[src/rtl/cpu_boot_ctrl_pkg.sv]
// Shared types and constants for the CPU boot/load sequencer.
// Optional NOP fill of unused instruction memory: define BOOT_CTRL_NOP_FILL_EN.
package boot_ctrl_pkg;

  localparam int unsigned RUN_W    = 16;
  localparam logic [31:0] NOP_WORD = 32'h0000_0000;

  typedef enum logic [2:0] {
    ST_IDLE,
    ST_LOAD,
`ifdef BOOT_CTRL_NOP_FILL_EN
    ST_FILL,
`endif
    ST_HOLD,
    ST_RUN,
    ST_DONE
  } state_t;

endpackage

[src/rtl/cpu_boot_ctrl_counter.sv]
// Loadable down counter with zero flag; one instance is reused for the
// reset-hold interval and the run interval.
module boot_down_counter
  import boot_ctrl_pkg::*;
#(
  parameter int unsigned W = RUN_W
) (
  input  logic         clk,
  input  logic         Reset,
  input  logic         i_load,
  input  logic [W-1:0] i_load_val,
  input  logic         i_dec,
  output logic         o_zero
);

  logic [W-1:0] r_count;

  always_ff @(posedge clk or posedge Reset) begin
    if (Reset) begin
      r_count <= '0;
    end else if (i_load) begin
      r_count <= i_load_val;
    end else if (i_dec && (r_count != '0)) begin
      r_count <= r_count - W'(1);
    end
  end

  assign o_zero = (r_count == '0);

endmodule

[src/rtl/cpu_boot_ctrl.sv]
// Program-load and run sequencer for the pipelined CPU: streams words into
// instruction memory, holds CPU reset, runs for a latched cycle count, parks.
// Optional NOP fill of the memory tail after a short load: BOOT_CTRL_NOP_FILL_EN.
module cpu_boot_ctrl
  import boot_ctrl_pkg::*;
#(
  parameter int unsigned ADDR_W   = 6,
  parameter int unsigned RST_HOLD = 2
) (
  input  logic              clk,
  input  logic              Reset,
  input  logic              load_start,
  input  logic [RUN_W-1:0]  run_cycles,
  input  logic              instr_valid,
  input  logic [31:0]       instr_data,
  input  logic              instr_last,
  output logic              instr_ready,
  output logic              imem_we,
  output logic [ADDR_W-1:0] imem_addr,
  output logic [31:0]       imem_wdata,
  output logic              cpu_rst,
  output logic              busy,
  output logic              done,
  output logic [ADDR_W:0]   word_count
);

  localparam logic [ADDR_W-1:0] LAST_ADDR = '1;
  localparam logic [RUN_W-1:0]  HOLD_LOAD = RUN_W'(RST_HOLD - 1);

  state_t r_state, w_next;

  logic [ADDR_W-1:0] r_ptr;
  logic [ADDR_W:0]   r_word_count;
  logic [RUN_W-1:0]  r_run_cycles;
  logic              r_instr_ready, r_imem_we, r_cpu_rst, r_busy, r_done;
  logic [ADDR_W-1:0] r_imem_addr;
  logic [31:0]       r_imem_wdata;

  logic              w_accept, w_final, w_start;
  logic              w_we;
  logic [31:0]       w_wdata;
  logic              w_cnt_load, w_cnt_dec, w_cnt_zero;
  logic [RUN_W-1:0]  w_cnt_val;

  assign w_accept = instr_valid && r_instr_ready;
  assign w_final  = w_accept && (instr_last || (r_ptr == LAST_ADDR));
  assign w_start  = load_start && ((r_state == ST_IDLE) || (r_state == ST_DONE));

  always_ff @(posedge clk or posedge Reset) begin
    if (Reset) r_state <= ST_IDLE;
    else       r_state <= w_next;
  end

  always_comb begin
    w_next = r_state;
    case (r_state)
      ST_IDLE, ST_DONE: if (load_start) w_next = ST_LOAD;
      ST_LOAD: begin
        if (w_final) begin
`ifdef BOOT_CTRL_NOP_FILL_EN
          // an overflow stop has no tail left to fill
          w_next = (r_ptr == LAST_ADDR) ? ST_HOLD : ST_FILL;
`else
          w_next = ST_HOLD;
`endif
        end
      end
`ifdef BOOT_CTRL_NOP_FILL_EN
      ST_FILL: if (r_ptr == LAST_ADDR) w_next = ST_HOLD;
`endif
      ST_HOLD: if (w_cnt_zero) w_next = (r_run_cycles == '0) ? ST_DONE : ST_RUN;
      ST_RUN:  if (w_cnt_zero) w_next = ST_DONE;
      default: w_next = ST_IDLE;
    endcase
  end

  always_comb begin
    w_we    = w_accept;
    w_wdata = instr_data;
`ifdef BOOT_CTRL_NOP_FILL_EN
    if (r_state == ST_FILL) begin
      w_we    = 1'b1;
      w_wdata = NOP_WORD;
    end
`endif
    // counter holds (cycles-1) so the zero flag marks the interval's last cycle
    w_cnt_load = ((w_next == ST_HOLD) && (r_state != ST_HOLD)) ||
                 ((r_state == ST_HOLD) && (w_next == ST_RUN));
    w_cnt_val  = (r_state == ST_HOLD) ? (r_run_cycles - RUN_W'(1)) : HOLD_LOAD;
    w_cnt_dec  = (r_state == ST_HOLD) || (r_state == ST_RUN);
  end

  boot_down_counter #(
    .W (RUN_W)
  ) u_cnt (
    .clk        (clk),
    .Reset      (Reset),
    .i_load     (w_cnt_load),
    .i_load_val (w_cnt_val),
    .i_dec      (w_cnt_dec),
    .o_zero     (w_cnt_zero)
  );

  always_ff @(posedge clk or posedge Reset) begin
    if (Reset) begin
      r_instr_ready <= 1'b0;
      r_imem_we     <= 1'b0;
      r_imem_addr   <= '0;
      r_imem_wdata  <= '0;
      r_cpu_rst     <= 1'b1;
      r_busy        <= 1'b0;
      r_done        <= 1'b0;
      r_ptr         <= '0;
      r_word_count  <= '0;
      r_run_cycles  <= '0;
    end else begin
      r_instr_ready <= (w_next == ST_LOAD);
      r_cpu_rst     <= (w_next != ST_RUN);
      r_busy        <= !((w_next == ST_IDLE) || (w_next == ST_DONE));
      r_done        <= (w_next == ST_DONE);
      r_imem_we     <= w_we;
      if (w_we) begin
        r_imem_addr  <= r_ptr;
        r_imem_wdata <= w_wdata;
      end
      if (w_start) begin
        r_ptr        <= '0;
        r_word_count <= '0;
        r_run_cycles <= run_cycles;
      end else begin
        if (w_we)     r_ptr        <= r_ptr + 1'b1;
        if (w_accept) r_word_count <= r_word_count + 1'b1;
      end
    end
  end

  assign instr_ready = r_instr_ready;
  assign imem_we     = r_imem_we;
  assign imem_addr   = r_imem_addr;
  assign imem_wdata  = r_imem_wdata;
  assign cpu_rst     = r_cpu_rst;
  assign busy        = r_busy;
  assign done        = r_done;
  assign word_count  = r_word_count;

endmodule

[config.mk]
export PLATFORM = sky130hd
export DESIGN_NAME = cpu_boot_ctrl
export DESIGN_NICKNAME = d
export VERILOG_FILES = /design/src/rtl/cpu_boot_ctrl_pkg.sv /design/src/rtl/cpu_boot_ctrl_counter.sv /design/src/rtl/cpu_boot_ctrl.sv
export SDC_FILE = /design/constraint.sdc
export NUM_CORES = 1
export LEC_CHECK = 0
export BUFFER_PORTS_ARGS = -buffer_cell sky130_fd_sc_hd__buf_2
export CAP_MARGIN = 20
export CORE_MARGIN = 1.5
export CORE_UTILIZATION = 40
export DETAILED_ROUTE_END_ITERATION = 12
export MAX_ROUTING_LAYER = met4
export PLACE_DENSITY = 0.75
export SLEW_MARGIN = 20
export SYNTH_ARGS = -nofsm -noshare
export SYNTH_HDL_FRONTEND = slang
export SYNTH_SLANG_ARGS = --single-unit
[constraint.sdc]
create_clock -name clk -period 2.56 [get_ports clk]
set_input_delay 0.128 -clock clk [delete_from_list [all_inputs] [get_ports clk]]
set_output_delay 0.128 -clock clk [all_outputs]
set_load 0.005 [all_outputs]
==> results of run 1 <==
through the flow:
step | util (%) | worst slack (ns) | power [mW]
after floorplan | - | 0.0700 | 3.78
after global placement | 49.6 | -0.00829 | 4.70
after detailed placement | 49.6 | -0.0366 | 4.78
after CTS | 56.4 | 0.00114 | 5.84
after global routing | 57.3 | -0.0612 | 6.39
final | 57.3 | 0.0583 | 5.93
sequential cells by signal, summed over array words and instances (netlist names), 3 cells and up:
signal	flops
r_run_cycles	16
imem_wdata	32
r_ptr	6
imem_addr	6
u_cnt.r_count	16
r_state	3
word_count	7
how the worst max path moves through the flow:
| stage | to | depth (start not counted) |
|---|---|---|
| global route | u_cnt.r_count[13] | 9 |
| detailed placement | u_cnt.r_count[13] | 9 |
| finish | u_cnt.r_count[13] | 9 |
| global placement | u_cnt.r_count[13] | 9 |
| floorplan | busy | 1 |
| CTS | u_cnt.r_count[5] | 8 |
kinds of logic (layout without fill, tap and decap cells):
logic type	Yosys count	in the layout	share of synthesized area [%]
simple gates	271	271	28.1
flops	91	91	53.6
compound gates	46	46	7.82
buf+inv	33	216	3.21
xor+xnor	30	30	6.18
fa+ha+maj	4	4	1.18
cell usage after synthesis (2+ instances only):
cell type  count  area share, %
a211oi_1       3           0.53
a21oi_1        8           0.94
a311oi_1       2           0.41
and2_1         3           0.44
buf_2          4           0.47
clkbuf_1      18            1.6
dfrtp_1       90             53
ha_1           4            1.2
inv_1          9           0.79
nand2_1      179             16
nand2b_1       2           0.29
nand3_1        9            1.1
nand3b_1       2           0.35
nand4_1       11            1.6
nor2_1        28            2.5
nor2b_1        2           0.29
nor3_1        11            1.3
nor4_1         6           0.88
o21ai_0       11            1.3
o221ai_1       4           0.82
o22a_1         2           0.41
o22ai_1        2           0.29
o31ai_1        2           0.35
or3_1          5           0.74
or4_1          7            1.2
xnor2_1        8            1.6
xor2_1        22            4.5
metal layers:
layer / GRT usage [%] / routed length (um)
met1: 26.8 / 4970
met2: 34.2 / 5530
met3: 4.60 / 631
met4: 7.92 / 201
met5: - / 0
power by group through the flow:
stage	sequential (mW)	clock (mW)	combinational, mW
after floorplan	2.45	0	1.34
after global placement	2.45	0	2.25
after detailed placement	2.47	0	2.31
after CTS	2.45	1.02	2.38
after global routing	2.54	1.07	2.77
final	2.47	0.975	2.48
layout by cell type, fill, tap and decap left out, types with 3 or more instances in the layout:
master         Yosys  final
ha_1               4      3
xnor2_1            8      8
a211oi_1           3      3
and2_1             3      3
buf_2              4    102
nor4_1             6      5
nor2_1            28     28
o21ai_0           11     11
inv_1              9      6
a21oi_1            8      8
nand4_1           11     11
dfrtp_1           90     90
xor2_1            22     22
nor3_1            11     11
or3_1              5      5
buf_6              1      3
nand2_1          179    178
o221ai_1           4      4
or4_1              7      6
nand3_1            9      9
dlygate4sd3_1      0     49
clkbuf_8           0      9
buf_4              0     35
area by class of cell:
cell class                      count  area [sq um]  share of cell area, %
Tap cell                          136           170                   2.88
Clock inverter                      7          80.1                   1.35
Multi-Input combinational cell    351          1890                   32.0
Clock buffer                        9           124                   2.09
Sequential cell                    91          2280                   38.5
Timing Repair Buffer              191          1340                   22.6
Inverter                            9          35.0                  0.592
what timing repair did:
item,in CTS,in global routing
buffers inserted,0,4
hold buffers,49,0
pin swaps,1,5
resized for setup,3,12
setup endpoints to repair,10,16
endpoints found under the hold margin,90,0
worst max-delay path: stages, from the launching register on:
cell,delay [ns]
dfrtp_1,0.41
inv_2,0.08
ha_4,0.13
or4b_4,0.49
buf_6,0.14
or4_4,0.54
a22oi_2,0.24
buf_6,0.16
a22o_1,0.13
a221o_1,0.13
==> flow_metrics.tcl, run 1 <==
set metrics [dict create \
    status "finished clean" \
    synth_nets 532 \
    cts_root_buf "clkbuf_8" \
    power_leakage_nw 2.98 \
    nets 710 \
    die_h_um 106 \
    synth_edf_count 0 \
    r2r-end "u_cnt.r_count[13]" \
    dr_total_vias 3969 \
    synth_cell_types 48 \
    clk_pin_slew_ns 0.10 \
    ys_warn_count 0 \
    dpl_cell_area_sq_mm 0.00512 \
    setup_violations 0 \
    antenna_found_initial 0 \
    reg2reg_from "u_cnt.r_count[0]" \
    power.density_mw_per_mm2 1000 \
    rsz0062_at_grt "yes" \
    synth_flop_cell "dfrtp_1" \
    grt.overflow.total 0 \
    syn-cell-area_sq_mm 0.00425 \
    area_growth_syn_to_layout_pct 39.1 \
    hold_start "load_start" \
    io_pins 103 \
    grt_use_total_pct 21.4 \
    cts_buffers 9 \
    final.min_clock_period_ns 2.50 \
    initial_utilization_pct 41.2 \
    cp_data_arrival_time_ns 2.81 \
    synth-async-reset-ratio_pct 100 \
    gp_congestion 0.879 \
    hold_viol 0 \
    cp-end-kind "flip-flop" \
    wl_um 11300 \
    dp_cells 725 \
    worstHoldEndpoint "r_state[2]" \
    synth_cells 475 \
    r2r_slack_ns 0.06 \
    internal-power_mw 3.54 \
    reg2reg_depth 9 \
    die_w_um 106 \
    drc 0 \
    p_seq_share_pct 41.6 \
    final_antenna_net_count 0 \
    finalSetupTns_ns 0 \
    h-tree-depth 3 \
    fillers 885 \
    synth-seq-cells 91 \
    grt_pass1_vias 3908 \
    hold_slack_ns 0.104 \
    rows 37 \
    netSwitchingPower_mw 2.39 \
    worstHoldPathType "in -> reg" \
    worst-path-max-fanout 4 \
    wl_per_cell_um 14.3 \
    ys_seq_area_share_pct 53.6 \
    fin_cells 794 \
    viasPerCell 5.00 \
    fin_skew_ns 0.0108 \
    cts_tree "done" \
    die_area_sq_mm 0.0113 \
    crit_type "reg -> reg" \
    cp.required_ns 2.87 \
    grt_pass1_wl_um 18700 \
    drive_gt1_share_pct 26.6 \
    cts_buffer_depth 2 \
    ir_worst_vdd_uv 483 \
    core_sq_mm 0.0103 \
    tightest_slew_ns 0.752 \
    drt_iter0_drc 254 \
    switching_share_pct 40.3 \
    clock.fmax_mhz 400 \
    dr.pass1.iters 5 \
    grt_max_degree 50 \
    synth_area_per_cell_sq_um 8.96 \
    diodes 0 \
    clock_latency_ns 0.36 \
    max-cap-violations 0 \
    design_area_sq_mm 0.00592 \
    cp-start-kind "flip-flop" \
    cts_num_sinks 91 \
    io_buffer_count 102 \
    max_slew_margin_pct 49.8 \
    clockPowerShare_pct 16.5 \
    crit_start "u_cnt.r_count[0]" \
    period_share_pct 97.7 \
    whs_path_depth 3 \
    dp_hpwl_um 7460 \
    finalMaxSlewViolations 0 \
    combinationalPowerShare_pct 41.9 \
]
No activity file was read; power rests on OpenSTA's default activity.
==> run 2, diff against run 1 <==
--- a/config.mk
+++ b/config.mk
@@ -7,12 +7,15 @@
 export LEC_CHECK = 0
 export BUFFER_PORTS_ARGS = -buffer_cell sky130_fd_sc_hd__buf_2
 export CAP_MARGIN = 20
+export CELL_PAD_IN_SITES_DETAIL_PLACEMENT = 1
+export CELL_PAD_IN_SITES_GLOBAL_PLACEMENT = 1
 export CORE_MARGIN = 1.5
-export CORE_UTILIZATION = 40
+export CORE_UTILIZATION = 25
 export DETAILED_ROUTE_END_ITERATION = 12
 export MAX_ROUTING_LAYER = met4
-export PLACE_DENSITY = 0.75
+export PLACE_DENSITY = 0.66
 export SLEW_MARGIN = 20
 export SYNTH_ARGS = -nofsm -noshare
 export SYNTH_HDL_FRONTEND = slang
+export SYNTH_HIERARCHICAL = 1
 export SYNTH_SLANG_ARGS = --single-unit
==> run 2 against run 1 <==
The run now ends with hold timing left. Register-to-register slack got worse by 0.04 ns. Setup slack worse by 0.036 ns. Sequential share of layout area down 0.91 points. Sequential power grew 5%. Die area is 63% higher. Combinational power up 4%. Maximum frequency shrank 1.4%.
==> flow_metrics.tcl, run 2 <==
set metrics [dict create \
    status "finished, violations left" \
    violations "hold timing" \
    wl_um 13400 \
    synth-seq-cells 91 \
    cts_tree "done" \
    fin_cells 857 \
    cts_root_buf "clkbuf_16" \
    worstHoldPathType "in -> reg" \
    synth_flop_cell "dfrtp_1" \
    final_util_pct 35.3 \
    crit_type "reg -> reg" \
    synth_nets 525 \
    setup_violations 0 \
    ys_seq_area_share_pct 52.1 \
    use_met2_pct 26.6 \
    h-tree-depth 3 \
    die_w_um 135 \
    dr_total_vias 3999 \
    synth_cells 467 \
    grtUsageMet1_pct 18.9 \
    hold_viol 1 \
    power_leakage_nw 2.91 \
    drc 0 \
    tightest_slew_ns 0.798 \
    antenna_found_initial 1 \
    grt_use_total_pct 15.7 \
    die_area_sq_mm 0.0183 \
    wl_per_cell_um 15.7 \
    yosysTopAreaCell "dfrtp_1" \
    die_h_um 135 \
    max_slew_margin_pct 46.7 \
    core_sq_mm 0.0172 \
    area_growth_syn_to_layout_pct 38.5 \
    cp.required_ns 2.79 \
    final_cell_mix "144 x nand2_1, 102 x buf_2, 90 x dfrtp_1, 36 x nor2_1, 33 x dlygate4sd3_1" \
    synth_common_cells "144 x nand2_1, 90 x dfrtp_1, 38 x nor2_1" \
    cp-start-kind "flip-flop" \
    grtUsageMet3_pct 2.62 \
    gp_congestion 0.879 \
    power.density_mw_per_mm2 1090 \
    io_pins 103 \
    drt_iter0_drc 167 \
    final.min_clock_period_ns 2.54 \
    clock_latency_ns 0.35 \
    dp_hpwl_um 9490 \
    synth_cell_types 55 \
    dr.pass1.iters 4 \
    worst-path-max-fanout 7 \
    cts_num_sinks 91 \
    grt_max_degree 49 \
    viasPerCell 4.67 \
    synth.top_cell.area_share_pct 51.5 \
    synth_most_common_cell "nand2_1" \
    grt.overflow.total 0 \
    drive_gt1_share_pct 29.5 \
    grt_pass1_vias 4346 \
    hold_slack_ns -0.00627 \
    largest_reg_flops 32 \
    cp_data_arrival_time_ns 2.77 \
    max-cap-violations 0 \
    final_common_cell "nand2_1" \
    nets 684 \
    ys_warn_count 6 \
    cts_buffers 9 \
    finalMaxSlewViolations 0 \
    synth-async-reset-ratio_pct 100 \
    rows 48 \
    ir_worst_vdd_uv 445 \
    cp-end-kind "flip-flop" \
    grt.busiest_layer "met2" \
    period_share_pct 99.1 \
    clk_pin_slew_ns 0.07 \
    rsz0062_at_grt "yes" \
    initial_utilization_pct 25.5 \
    synth_edf_count 0 \
    fillers 2053 \
    dp_cells 805 \
    grt_pass1_wl_um 22100 \
    finalSetupTns_ns 0 \
    cts_buffer_depth 2 \
    clock.fmax_mhz 394 \
    io_buffer_count 102 \
    final_antenna_net_count 0 \
    syn-cell-area_sq_mm 0.00438 \
    finalPower_mw 6.62 \
    ys_top_cells_by_area "dfrtp_1 51%, nand2_1 12%, mux2_2 3.6%" \
    fin_skew_ns 0.00638 \
    synth_area_per_cell_sq_um 9.37 \
]
run 2: layer usage:
layer | wire, um | vias to the layer above
li1 | - | 1910
met1 | 5920 | 1981
met2 | 6770 | 88
met3 | 489 | 20
met4 | 238 | 0
met5 | 0 | -
run 2: logic make-up (layout without fill, tap and decap cells):
logic type / count (synthesis) / after routing / share of synthesized area (%)
AO/OA/AOI/OAI: 55 / 55 / 8.55
XOR/XNOR: 22 / 22 / 4.40
adder cells (fa/ha/maj): 5 / 5 / 1.43
buffers and inverters: 30 / 194 / 2.80
flip-flops: 91 / 91 / 52.1
multiplexers: 15 / 15 / 3.83
other: 0 / 1 / 0
AND/OR/NAND/NOR: 249 / 249 / 26.9
run 2: area by class of cell:
cell class                      count  area (sq um)  area share, %
Antenna cell                        1          2.50         0.0413
Clock inverter                      6          88.8           1.47
Clock buffer                       10           239           3.94
Timing Repair Buffer              165          1090           17.9
Tap cell                          225           282           4.65
Inverter                           13          51.3          0.847
Sequential cell                    91          2280           37.6
Multi-Input combinational cell    346          2030           33.5
run 2: per-stage QoR:
step	worst slack, ns	cell area [sq um]
global route	-0.0240	6060
floorplan	0.0180	4410
finish	0.0221	6060
global placement	0.0980	5350
CTS	0.0137	6020
detailed placement	0.000732	5350
run 2: report_power, final:
part / internal [mW] / leakage, nW / switching [mW]
Sequential: 2.03 / 1.14 / 0.555
Clock: 0.882 / 0.155 / 0.582
Combinational: 1.19 / 1.61 / 1.38
Total: 4.10 / 2.91 / 2.52
run 2: worst paths after layout:
| check | end | slack [ns] | start | depth (start not counted) |
|---|---|---|---|---|
| max | busy | 0.02 | u_cnt/r_count[0] | 8 |
| min | imem_wdata[11] | -0.006 | instr_data[11] | 3 |
| max reg2reg | busy | 0.02 | u_cnt/r_count[0] | 8 |
| min reg2reg | imem_wdata[4] | 0.48 | imem_wdata[4] | 2 |
| max in group asynchronous | r_run_cycles[4] | 1.36 | Reset | 4 |
| min in group asynchronous | u_cnt/r_count[0] | 0.44 | Reset | 3 |
run 2: critical path, cell delays in order (launching register included):
cell and delay, ns:
dfrtp_1 0.40, inv_2 0.09, ha_4 0.13, or4b_4 0.46, or4_4 0.59, inv_4 0.09, buf_4 0.14, a21bo_4 0.24
a211o_1 0.28
run 2: what timing repair did:
| item | CTS | global route |
|---|---|---|
| hold buffers | 33 | 0 |
| endpoints found under the hold margin | 82 | 0 |
| endpoints found under the setup margin | 3 | 9 |
| gates cloned | 0 | 0 |
| pin swaps | 1 | 3 |
| setup buffers | 0 | 2 |
| resized for setup | 1 | 8 |
==> run 3, diff against run 2 <==
--- a/config.mk
+++ b/config.mk
@@ -13,7 +13,7 @@
 export CORE_UTILIZATION = 25
 export DETAILED_ROUTE_END_ITERATION = 12
 export MAX_ROUTING_LAYER = met4
-export PLACE_DENSITY = 0.66
+export PLACE_DENSITY = 0.64
 export SLEW_MARGIN = 20
 export SYNTH_ARGS = -nofsm -noshare
 export SYNTH_HDL_FRONTEND = slang
==> constraint.sdc (replaced) <==
create_clock -name clk -period 2.4 [get_ports clk]
set_input_delay 0.12 -clock clk [delete_from_list [all_inputs] [get_ports clk]]
set_output_delay 0.12 -clock clk [all_outputs]
set_load 0.005 [all_outputs]
==> run 3 against run 2 <==
Utilization grew 0.94 points. Register-to-register slack lost 0.05 ns. Via count grew 2.7%. Critical path type unchanged. Largest power group is now combinational logic. Cell count grew 2.1%. Sequential cell count is the same. First-iteration DRC count shrank 3.0%. Non-clock buffer count grew 20. Design area grew 2.7%. The flow finishes with violations (setup timing). Critical endpoint is now u_cnt/r_count[13].
==> flow_metrics.tcl, run 3 (synthesis gave the netlist of run 2 again) <==
set metrics [dict create \
    nets 704 \
    cp_data_arrival_time_ns 2.66 \
    rows 48 \
    h-tree-depth 3 \
    final_cell_mix "144 x nand2_1, 102 x buf_2, 90 x dfrtp_1, 43 x buf_4, 36 x dlygate4sd3_1" \
    drive_gt1_share_pct 31.8 \
    cts_num_sinks 91 \
    fin_cells 875 \
    crit_top_cell "inv_2" \
    reg2reg_depth 11 \
    cts_root_buf "clkbuf_16" \
    grt_pass1_vias 4529 \
    core_sq_mm 0.0172 \
    cts_buffer_depth 2 \
    worst-path-max-fanout 3 \
    max_slew_margin_pct 55.2 \
    worstHoldPathType "in -> reg" \
    regArea_sq_mm 0.00228 \
    hold_viol 0 \
    antenna_found_initial 0 \
    final_antenna_net_count 0 \
    io_buffer_count 102 \
    fillers 2057 \
    crit_family "simple AND/OR/NAND/NOR gates" \
    path_depth 11 \
    die_h_um 135 \
    path_cells "inv_2, ha_4, or4b_4, or4_4, inv_4, nand3_4, o21ai_4, inv_2, nand2_1, a21oi_1, a311o_1" \
    dr_total_vias 4105 \
    grt_pass1_wl_um 22800 \
    cp-start-kind "flip-flop" \
    diodes 0 \
    crit_type "reg -> reg" \
    path_buf_inv 3 \
    dr.pass1.iters 4 \
    power.density_mw_per_mm2 1150 \
    largest_reg_flops 32 \
    grt_use_total_pct 16.2 \
    clock.fmax_mhz 412 \
    cp_slowest_cell "or4_4" \
    max_stage_delay_ns 0.53 \
    grt_max_degree 76 \
    dp_cells 821 \
    cp.required_ns 2.63 \
    grt.overflow.total 0 \
    drc 0 \
    dp_hpwl_um 9770 \
    viasPerCell 4.69 \
    finalMaxSlewViolations 0 \
    power_leakage_nw 3.00 \
    final_common_cell "nand2_1" \
    fin_skew_ns 0.00662 \
    die_area_sq_mm 0.0183 \
    final.min_clock_period_ns 2.43 \
    initial_utilization_pct 25.5 \
    wl_per_cell_um 15.9 \
    io_pins 103 \
    cts_buffers 9 \
    setup_violations 2 \
    clk_pin_slew_ns 0.07 \
    wl_um 13900 \
    tightest_slew_ns 0.671 \
    max-cap-violations 0 \
    period_share_pct 101 \
    cts_tree "done" \
    finalSetupTns_ns -0.0424 \
    area_growth_syn_to_layout_pct 42.2 \
    die_w_um 135 \
    drt_iter0_drc 162 \
    multiInputGateArea_sq_mm 0.00206 \
    gp_congestion 0.856 \
    cp-end-kind "flip-flop" \
    clock_latency_ns 0.35 \
    status "finished, violations left" \
    whs_path_depth 3 \
    ir_worst_vdd_uv 467 \
    violations "setup timing" \
    finalWorstSetupSlack_ns -0.0278 \
    rsz0062_at_grt "yes" \
]
==> run 3: cell count changes in the layout (fill, tap and decap cells not counted), moves of 2 or more <==
cell / before / now
nor2_2: 2 / 5
nor2_1: 36 / 33
dlygate4sd3_1: 33 / 36
o21ai_0: 13 / 11
o21ai_1: 0 / 2
buf_4: 27 / 43
==> run 3: worst register-to-register path, cell delays in order, from the launching register on <==
cell     delay (ns)
dfrtp_1        0.39
inv_2          0.07
ha_4           0.13
or4b_4         0.45
or4_4          0.53
inv_4          0.09
nand3_4        0.07
o21ai_4        0.09
inv_2          0.08
nand2_1        0.06
a21oi_1        0.04
a311o_1        0.32
==> run 3: power by group <==
group	switching [mW]	internal, mW	leakage, nW	total (mW)
clock	0.606	0.830	0.142	1.44
sequential	0.560	2.17	1.14	2.73
combinational	1.59	1.41	1.71	3.00
total	2.76	4.41	3.00	7.17
==> run 3: area by class of cell <==
cell class              count  share of cell area (%)
flip-flops and latches     91                    36.6
well taps                 225                    4.53
clock buffers              11                    3.90
repair buffers            185                    20.3
inverters                  13                   0.825
clock inverters             4                   0.825
multi-input cells         346                    33.0
==> run 3: repair_timing <==
item,4_1_cts,5_1_grt
gates resized for setup,3,14
setup buffers,2,1
hold buffers,36,0
endpoints found under the hold margin,125,0
pin swaps,4,4
endpoints found under the setup margin,14,14
==> run 3: final timing paths <==
check                                     to  slack [ns]        startpoint
min                          r_run_cycles[1]       0.007     run_cycles[1]
max in group asynchronous   u_cnt/r_count[8]        1.53             Reset
max                        u_cnt/r_count[13]       -0.03  u_cnt/r_count[1]
max reg2reg                u_cnt/r_count[13]       -0.03  u_cnt/r_count[1]
min in group asynchronous               done        0.39             Reset
min reg2reg                   imem_wdata[21]        0.47    imem_wdata[21]
==> run 3: through the flow <==
stage               cell area (sq um)  utilization, %  hold WS, ns  total power, mW  setup WS (ns)
floorplan                        4430               -       0.0337             4.25         -0.103
global placement                 5480            31.9        0.254             5.44        -0.0498
detailed placement               5480            31.9        0.252             5.58         -0.126
CTS                              6170            35.9     0.000339             7.13        -0.0286
global route                     6220            36.2      0.00424             7.69         -0.119
finish                           6220            36.2      0.00734             7.17        -0.0278
==> run 3: routing by layer <==
| metal | wire length [um] | GRT usage, % |
|---|---|---|
| met1 | 5960 | 18.8 |
| met2 | 7220 | 28.2 |
| met3 | 573 | 3.85 |
| met4 | 200 | 4.18 |
| met5 | 0 | - |
